## config.mk

```make
export PLATFORM = sky130hd
export DESIGN_NAME = countdown_timer
export DESIGN_NICKNAME = d
export VERILOG_FILES = /design/src/rtl/countdown_timer_pkg.sv /design/src/rtl/countdown_timer_tick_prescaler.sv /design/src/rtl/countdown_timer.sv
export SDC_FILE = /design/constraint.sdc
export NUM_CORES = 1
export LEC_CHECK = 0
export BUFFER_PORTS_ARGS = -buffer_cell sky130_fd_sc_hd__buf_4
export CAP_MARGIN = 20
export CORE_MARGIN = 4
export CORE_UTILIZATION = 35
export CTS_BUF_LIST = sky130_fd_sc_hd__clkbuf_8
export DETAILED_ROUTE_END_ITERATION = 10
export SLEW_MARGIN = 20
export SYNTH_ARGS = -nofsm -noshare
export SYNTH_HDL_FRONTEND = slang
export SYNTH_SLANG_ARGS = --single-unit
```

## constraint.sdc

```tcl
create_clock -name clk -period 2.1 [get_ports clk]
set_input_delay 0.42 -clock clk [delete_from_list [all_inputs] [get_ports clk]]
set_output_delay 0.42 -clock clk [all_outputs]
set_load 0.01 [all_outputs]
```

## src/rtl/countdown_timer_pkg.sv

```systemverilog
// Shared types and encodings for the countdown timer and its prescaler.
package countdown_timer_pkg;

  // Width of the FSM state register
  localparam int unsigned STATE_W = 2;

  // State encodings, kept as named constants so checkers and debug views agree
  localparam logic [STATE_W-1:0] ENC_IDLE = 2'b00;
  localparam logic [STATE_W-1:0] ENC_RUN  = 2'b01;
  localparam logic [STATE_W-1:0] ENC_DONE = 2'b10;

  // Timer FSM states
  typedef enum logic [STATE_W-1:0] {
    IDLE = ENC_IDLE,
    RUN  = ENC_RUN,
    DONE = ENC_DONE
  } state_e;

  // True in the states where a new start value may be taken
  function automatic logic state_accepts_load(input state_e s);
    logic ok;
    case (s)
      IDLE:    ok = 1'b1;
      DONE:    ok = 1'b1;
      RUN:     ok = 1'b0;
      default: ok = 1'b0;
    endcase
    return ok;
  endfunction

endpackage

```

## src/rtl/countdown_timer_tick_prescaler.sv

```systemverilog
// Divides enabled cycles by P+1: tick is high on the enabled cycle in which
// the internal phase counter has reached P, after which the phase restarts.
module tick_prescaler
  import countdown_timer_pkg::*;
#(
  parameter int unsigned PRESCALE_W = 8
) (
  input  logic                  clk,
  input  logic                  rst,
  input  logic                  clear,
  input  logic                  enable,
  input  logic [PRESCALE_W-1:0] p,
  output logic                  tick
);

  logic [PRESCALE_W-1:0] pre_r;
  logic                  at_limit_s;

  // Phase has reached the programmed divider (equality only, so P = all-ones is legal)
  always_comb begin
    at_limit_s = 1'b0;
    if (pre_r == p) begin
      at_limit_s = 1'b1;
    end else begin
      at_limit_s = 1'b0;
    end
  end

  // Tick only when counting is enabled this cycle
  always_comb begin
    tick = 1'b0;
    if (enable && at_limit_s) begin
      tick = 1'b1;
    end else begin
      tick = 1'b0;
    end
  end

  // Phase counter: clear wins over enable; hold while disabled
  always_ff @(posedge clk) begin
    if (rst) begin
      pre_r <= {PRESCALE_W{1'b0}};
    end else if (clear) begin
      pre_r <= {PRESCALE_W{1'b0}};
    end else if (enable) begin
      if (at_limit_s) begin
        pre_r <= {PRESCALE_W{1'b0}};
      end else begin
        pre_r <= pre_r + {{(PRESCALE_W-1){1'b0}}, 1'b1};
      end
    end else begin
      pre_r <= pre_r;
    end
  end

endmodule

```

## src/rtl/countdown_timer.sv

```systemverilog
// Loadable down-counter with prescaler. A start value is taken over a
// valid/ready handshake, counted down to zero at one step per P+1 enabled
// cycles, and a one-cycle ping marks terminal count. Optional auto-reload
// restarts the same value after each ping for periodic events.
module countdown_timer
  import countdown_timer_pkg::*;
#(
  parameter int unsigned WIDTH      = 32,
  parameter int unsigned PRESCALE_W = 8
) (
  input  logic                  clk,
  input  logic                  rst,
  input  logic                  load_valid,
  output logic                  load_ready,
  input  logic [WIDTH-1:0]      load_value,
  input  logic [PRESCALE_W-1:0] load_prescale,
  input  logic                  load_reload,
  input  logic                  pause,
  input  logic                  abort,
  output logic [WIDTH-1:0]      count,
  output logic                  busy,
  output logic                  ping
);

  state_e                state_r;
  logic [WIDTH-1:0]      count_r;
  logic [WIDTH-1:0]      n_r;
  logic [PRESCALE_W-1:0] p_r;
  logic                  reload_r;
  logic                  busy_r;
  logic                  ping_r;

  logic                  accept_s;
  logic                  reload_go_s;
  logic                  pre_clear_s;
  logic                  pre_enable_s;
  logic                  tick_s;
  logic                  count_zero_s;

  // Ready in IDLE/DONE unless aborting or held in reset
  always_comb begin
    load_ready = 1'b0;
    if (rst) begin
      load_ready = 1'b0;
    end else if (abort) begin
      load_ready = 1'b0;
    end else begin
      load_ready = state_accepts_load(state_r);
    end
  end

  // Handshake, reload and prescaler control decode
  always_comb begin
    accept_s     = load_valid & load_ready;
    reload_go_s  = 1'b0;
    pre_enable_s = 1'b0;
    if ((state_r == DONE) && reload_r) begin
      reload_go_s = 1'b1;
    end else begin
      reload_go_s = 1'b0;
    end
    if ((state_r == RUN) && !pause) begin
      pre_enable_s = 1'b1;
    end else begin
      pre_enable_s = 1'b0;
    end
    pre_clear_s = accept_s | reload_go_s | abort;
  end

  // Terminal-count detection on the current remaining count
  always_comb begin
    count_zero_s = 1'b0;
    if (count_r == {WIDTH{1'b0}}) begin
      count_zero_s = 1'b1;
    end else begin
      count_zero_s = 1'b0;
    end
  end

  tick_prescaler #(
    .PRESCALE_W (PRESCALE_W)
  ) u_prescaler (
    .clk    (clk),
    .rst    (rst),
    .clear  (pre_clear_s),
    .enable (pre_enable_s),
    .p      (p_r),
    .tick   (tick_s)
  );

  // Timer FSM with registered busy/ping; abort beats everything but reset,
  // and an accepted load in DONE beats auto-reload
  always_ff @(posedge clk) begin
    if (rst) begin
      state_r  <= IDLE;
      count_r  <= {WIDTH{1'b0}};
      n_r      <= {WIDTH{1'b0}};
      p_r      <= {PRESCALE_W{1'b0}};
      reload_r <= 1'b0;
      busy_r   <= 1'b0;
      ping_r   <= 1'b0;
    end else if (abort) begin
      state_r  <= IDLE;
      count_r  <= {WIDTH{1'b0}};
      busy_r   <= 1'b0;
      ping_r   <= 1'b0;
    end else if (accept_s) begin
      state_r  <= RUN;
      count_r  <= load_value;
      n_r      <= load_value;
      p_r      <= load_prescale;
      reload_r <= load_reload;
      busy_r   <= 1'b1;
      ping_r   <= 1'b0;
    end else begin
      case (state_r)
        IDLE: begin
          state_r <= IDLE;
          busy_r  <= 1'b0;
          ping_r  <= 1'b0;
        end
        RUN: begin
          busy_r <= 1'b1;
          if (tick_s) begin
            if (count_zero_s) begin
              state_r <= DONE;
              ping_r  <= 1'b1;
            end else begin
              count_r <= count_r - {{(WIDTH-1){1'b0}}, 1'b1};
              ping_r  <= 1'b0;
            end
          end else begin
            ping_r <= 1'b0;
          end
        end
        DONE: begin
          ping_r <= 1'b0;
          if (reload_r) begin
            state_r <= RUN;
            count_r <= n_r;
            busy_r  <= 1'b1;
          end else begin
            state_r <= IDLE;
            count_r <= {WIDTH{1'b0}};
            busy_r  <= 1'b0;
          end
        end
        default: begin
          state_r <= IDLE;
          count_r <= {WIDTH{1'b0}};
          busy_r  <= 1'b0;
          ping_r  <= 1'b0;
        end
      endcase
    end
  end

  assign count = count_r;
  assign busy  = busy_r;
  assign ping  = ping_r;

endmodule

```

==> metrics <==
gpl congestion about 0.9; Worst slew margin between 60% and 70%; global-route wire length before repair 23110 microns; max cap viols 0; grt ovf 0; Synth Flop Type dfxtp_1; root buffer cell clkbuf_8; fin worst setup slack -0.1627 ns; Post-Syn Nets approximately 600; die area around 0.014 sq mm; RSZ-0062 raised after global routing yes; setup violators final 34; largest net degree at the start of global routing 45; Yosys reg bits between 80 and 90; IO Pins 81; failing checks setup timing; core area ~0.012 sq mm; DR vias/cell between 5 and 6; I/O Buffers 80; DIE HEIGHT between 100 and 150 microns; power density over cell area 516.8 mW/mm^2; area leader, netlist dfxtp_1; Hold Buf Count CTS 0; Hold WC Path Type in2reg; area of the multi-input gates between 0.002 and 0.003 sq mm; worst hold slack 0.2789 ns; final hold violation count 0; Die Wd around 120 microns; detailed-route via count 4855; Cell Count, Final, Fillers Out 855; fin crit share 107.7%; CP Capture Type flop; HPWL after DPL 10180 microns; Sequential cell area between 0.0015 and 0.002 sq mm; Initial Utilization a little over a third; Filler cells approximately 1100; share of post-route cells with drive strength above 1 just under 40%; antenna violations before repair 0; worst slew pin tran 0.5149 ns; clock tree buffer depth 2; Final Max Slew Viols 0; Critical Path Fanout Max 6; DRC errors left 0; drt pass-1 iters 8; FMAX 441.9 MHz; Unique masters post-synth 55; TritonCTS clock tree built; clock-pin slew on the worst setup and hold paths ~0.10 ns; worst endpoint data arrival time around 2.5 ns; Rows 40; clock sinks 85; Post-Route WL about 15000 microns; Leakage between 2 and 3 nW; Async SR Flop Fraction 0%; vias in the first global route roughly 4500; Total GRT Usage about a fifth; Clock H-tree levels 3; run status finished, violations left; post-route minimum period 2.263 ns; wire per inst between 15 and 20 microns; initial DRC count 430; placed cells 815; sequential share of the synthesized area approximately 40%; Peak VDD IR 248.5 uV; Mean Syn Cell Area 7.877 sq um; total CTS buffers 9; Diodes inserted 0; skew final about 0.013 ns; Worst Path Required between 2 and 2.5 ns; worst skew pair latency 0.38 ns; DRT antenna net count 0; Synth Cell Area around 0.0043 sq mm; Post-synth EDFFs 0; Layout area overhead 51.73%; Startpoint Class flop; Setup Crit Path Kind reg2reg; Overall Power between 3 and 4 mW; share of Yosys cell area claimed by the top area cell type between 30% and 40%; synth warn 0; Synth Instances approximately 540; Final nets roughly 750; synth top area cells dfxtp_1 (40%), nand2_1 (9.0%), a21oi_1 (8.4%)
==> state kept, by name, summed over array words and instances, names as in the netlist <==
name               count
count                 32
n_r                   32
p_r                    8
u_prescaler.pre_r      8
state_r                2
busy                   1
ping                   1
reload_r               1
==> path summary, 6_finish.rpt <==
check / startpoint / to / slack, ns / cells after the start
hold reg to reg: reload_r / reload_r / 0.46 / 2
setup / recovery: count[7] / count[22] / -0.16 / 8
setup reg to reg: count[7] / count[22] / -0.16 / 8
hold / removal: load_prescale[2] / p_r[2] / 0.28 / 3
==> per-layer routing <==
metal	vias up	part of all wire [%]	track usage [%]
li1	2302	-	-
met1	2307	45	26.89
met2	209	46	32.19
met3	37	7.0	4.211
met4	0	2.6	6.734
met5	-	0	0
==> per-stage QoR <==
step                      setup TNS [ns]  setup WS [ns]  area (sq um)  util, %
after floorplan                  -0.1399       -0.05382          4344        -
after CTS                         -2.547        -0.1301          5946    49.71
after detailed placement          -2.924        -0.1752          5628    47.05
final                             -3.171        -0.1627          6477    54.15
after global placement            -1.337        -0.1259          5628    47.05
after global routing              -6.477        -0.2707          6477    54.15
==> area by class of cell <==
type	count	share of cell area (%)
multi-input combinational	411	42.84
tap	147	2.839
timing repair buffer	187	24.67
inverter	9	0.5988
clock buffer	9	1.912
sequential	85	26.39
clock inverter	7	0.7533
==> synth_stat cells (3+ instances only) <==
cell type	n
and2_1	3
dfxtp_1	85
or2_2	3
buf_2	8
and3_1	3
a222oi_1	12
nor4_1	5
xnor2_1	4
nor3_1	18
a21oi_1	72
nand4_1	3
a221oi_1	6
a31o_2	3
o31ai_1	19
nand2_1	102
a31oi_1	10
ha_1	5
nand3_1	7
a21o_1	3
xor2_1	12
nor2_1	49
o21ai_0	11
clkbuf_1	22
buf_1	5
or3_1	5
o211ai_1	19
o21a_1	4
inv_1	9
==> layout by cell type (no fill, tap or decap), types with 5 or more instances in the layout <==
cell type	n
a21oi_1	68
a222oi_1	12
a31oi_1	10
buf_4	168
buf_6	7
clkbuf_16	5
clkbuf_8	9
dfxtp_1	81
inv_1	5
nand2_1	102
nand3_1	6
nor2_1	39
nor2_2	6
nor3_1	14
nor4_1	5
o211ai_1	19
o21ai_0	6
o31ai_1	6
o31ai_2	5
o31ai_4	8
xor2_1	12
==> worst max-delay path, cell delays in order (launching register included) <==
cell and delay (ns):
dfxtp_1 0.38, nor4_2 0.32, buf_4 0.21, nand3_1 0.17, buf_4 0.23, nor3_1 0.30, a21oi_1 0.15, o211ai_1 0.28
o31ai_4 0.11
==> power breakdown <==
part           switching, mW  internal, mW  leakage, nW  total, mW
Combinational          0.320         0.287         1.80      0.607
Sequential            0.0212          1.64        0.690       1.66
Clock                  0.641         0.436       0.0902       1.08
==> what timing repair did <==
| item | 4_1_cts | 5_1_grt |
|---|---|---|
| setup buffers | 4 | 13 |
| resized for setup | 23 | 63 |
| pin swaps | 4 | 28 |
| endpoints found under the setup margin | 34 | 35 |
| cloned | 2 | 6 |
==> kinds of logic after synthesis <==
family | share of synthesized area (%)
buffers and inverters | 4.455
adder cells (fa/ha/maj) | 1.465
multiplexers | 0.4690
XOR/XNOR | 3.282
AO/OA/AOI/OAI | 27.81
AND/OR/NAND/NOR | 22.66
flip-flops | 39.86
Note: power is estimated with default switching activity, not from simulation.
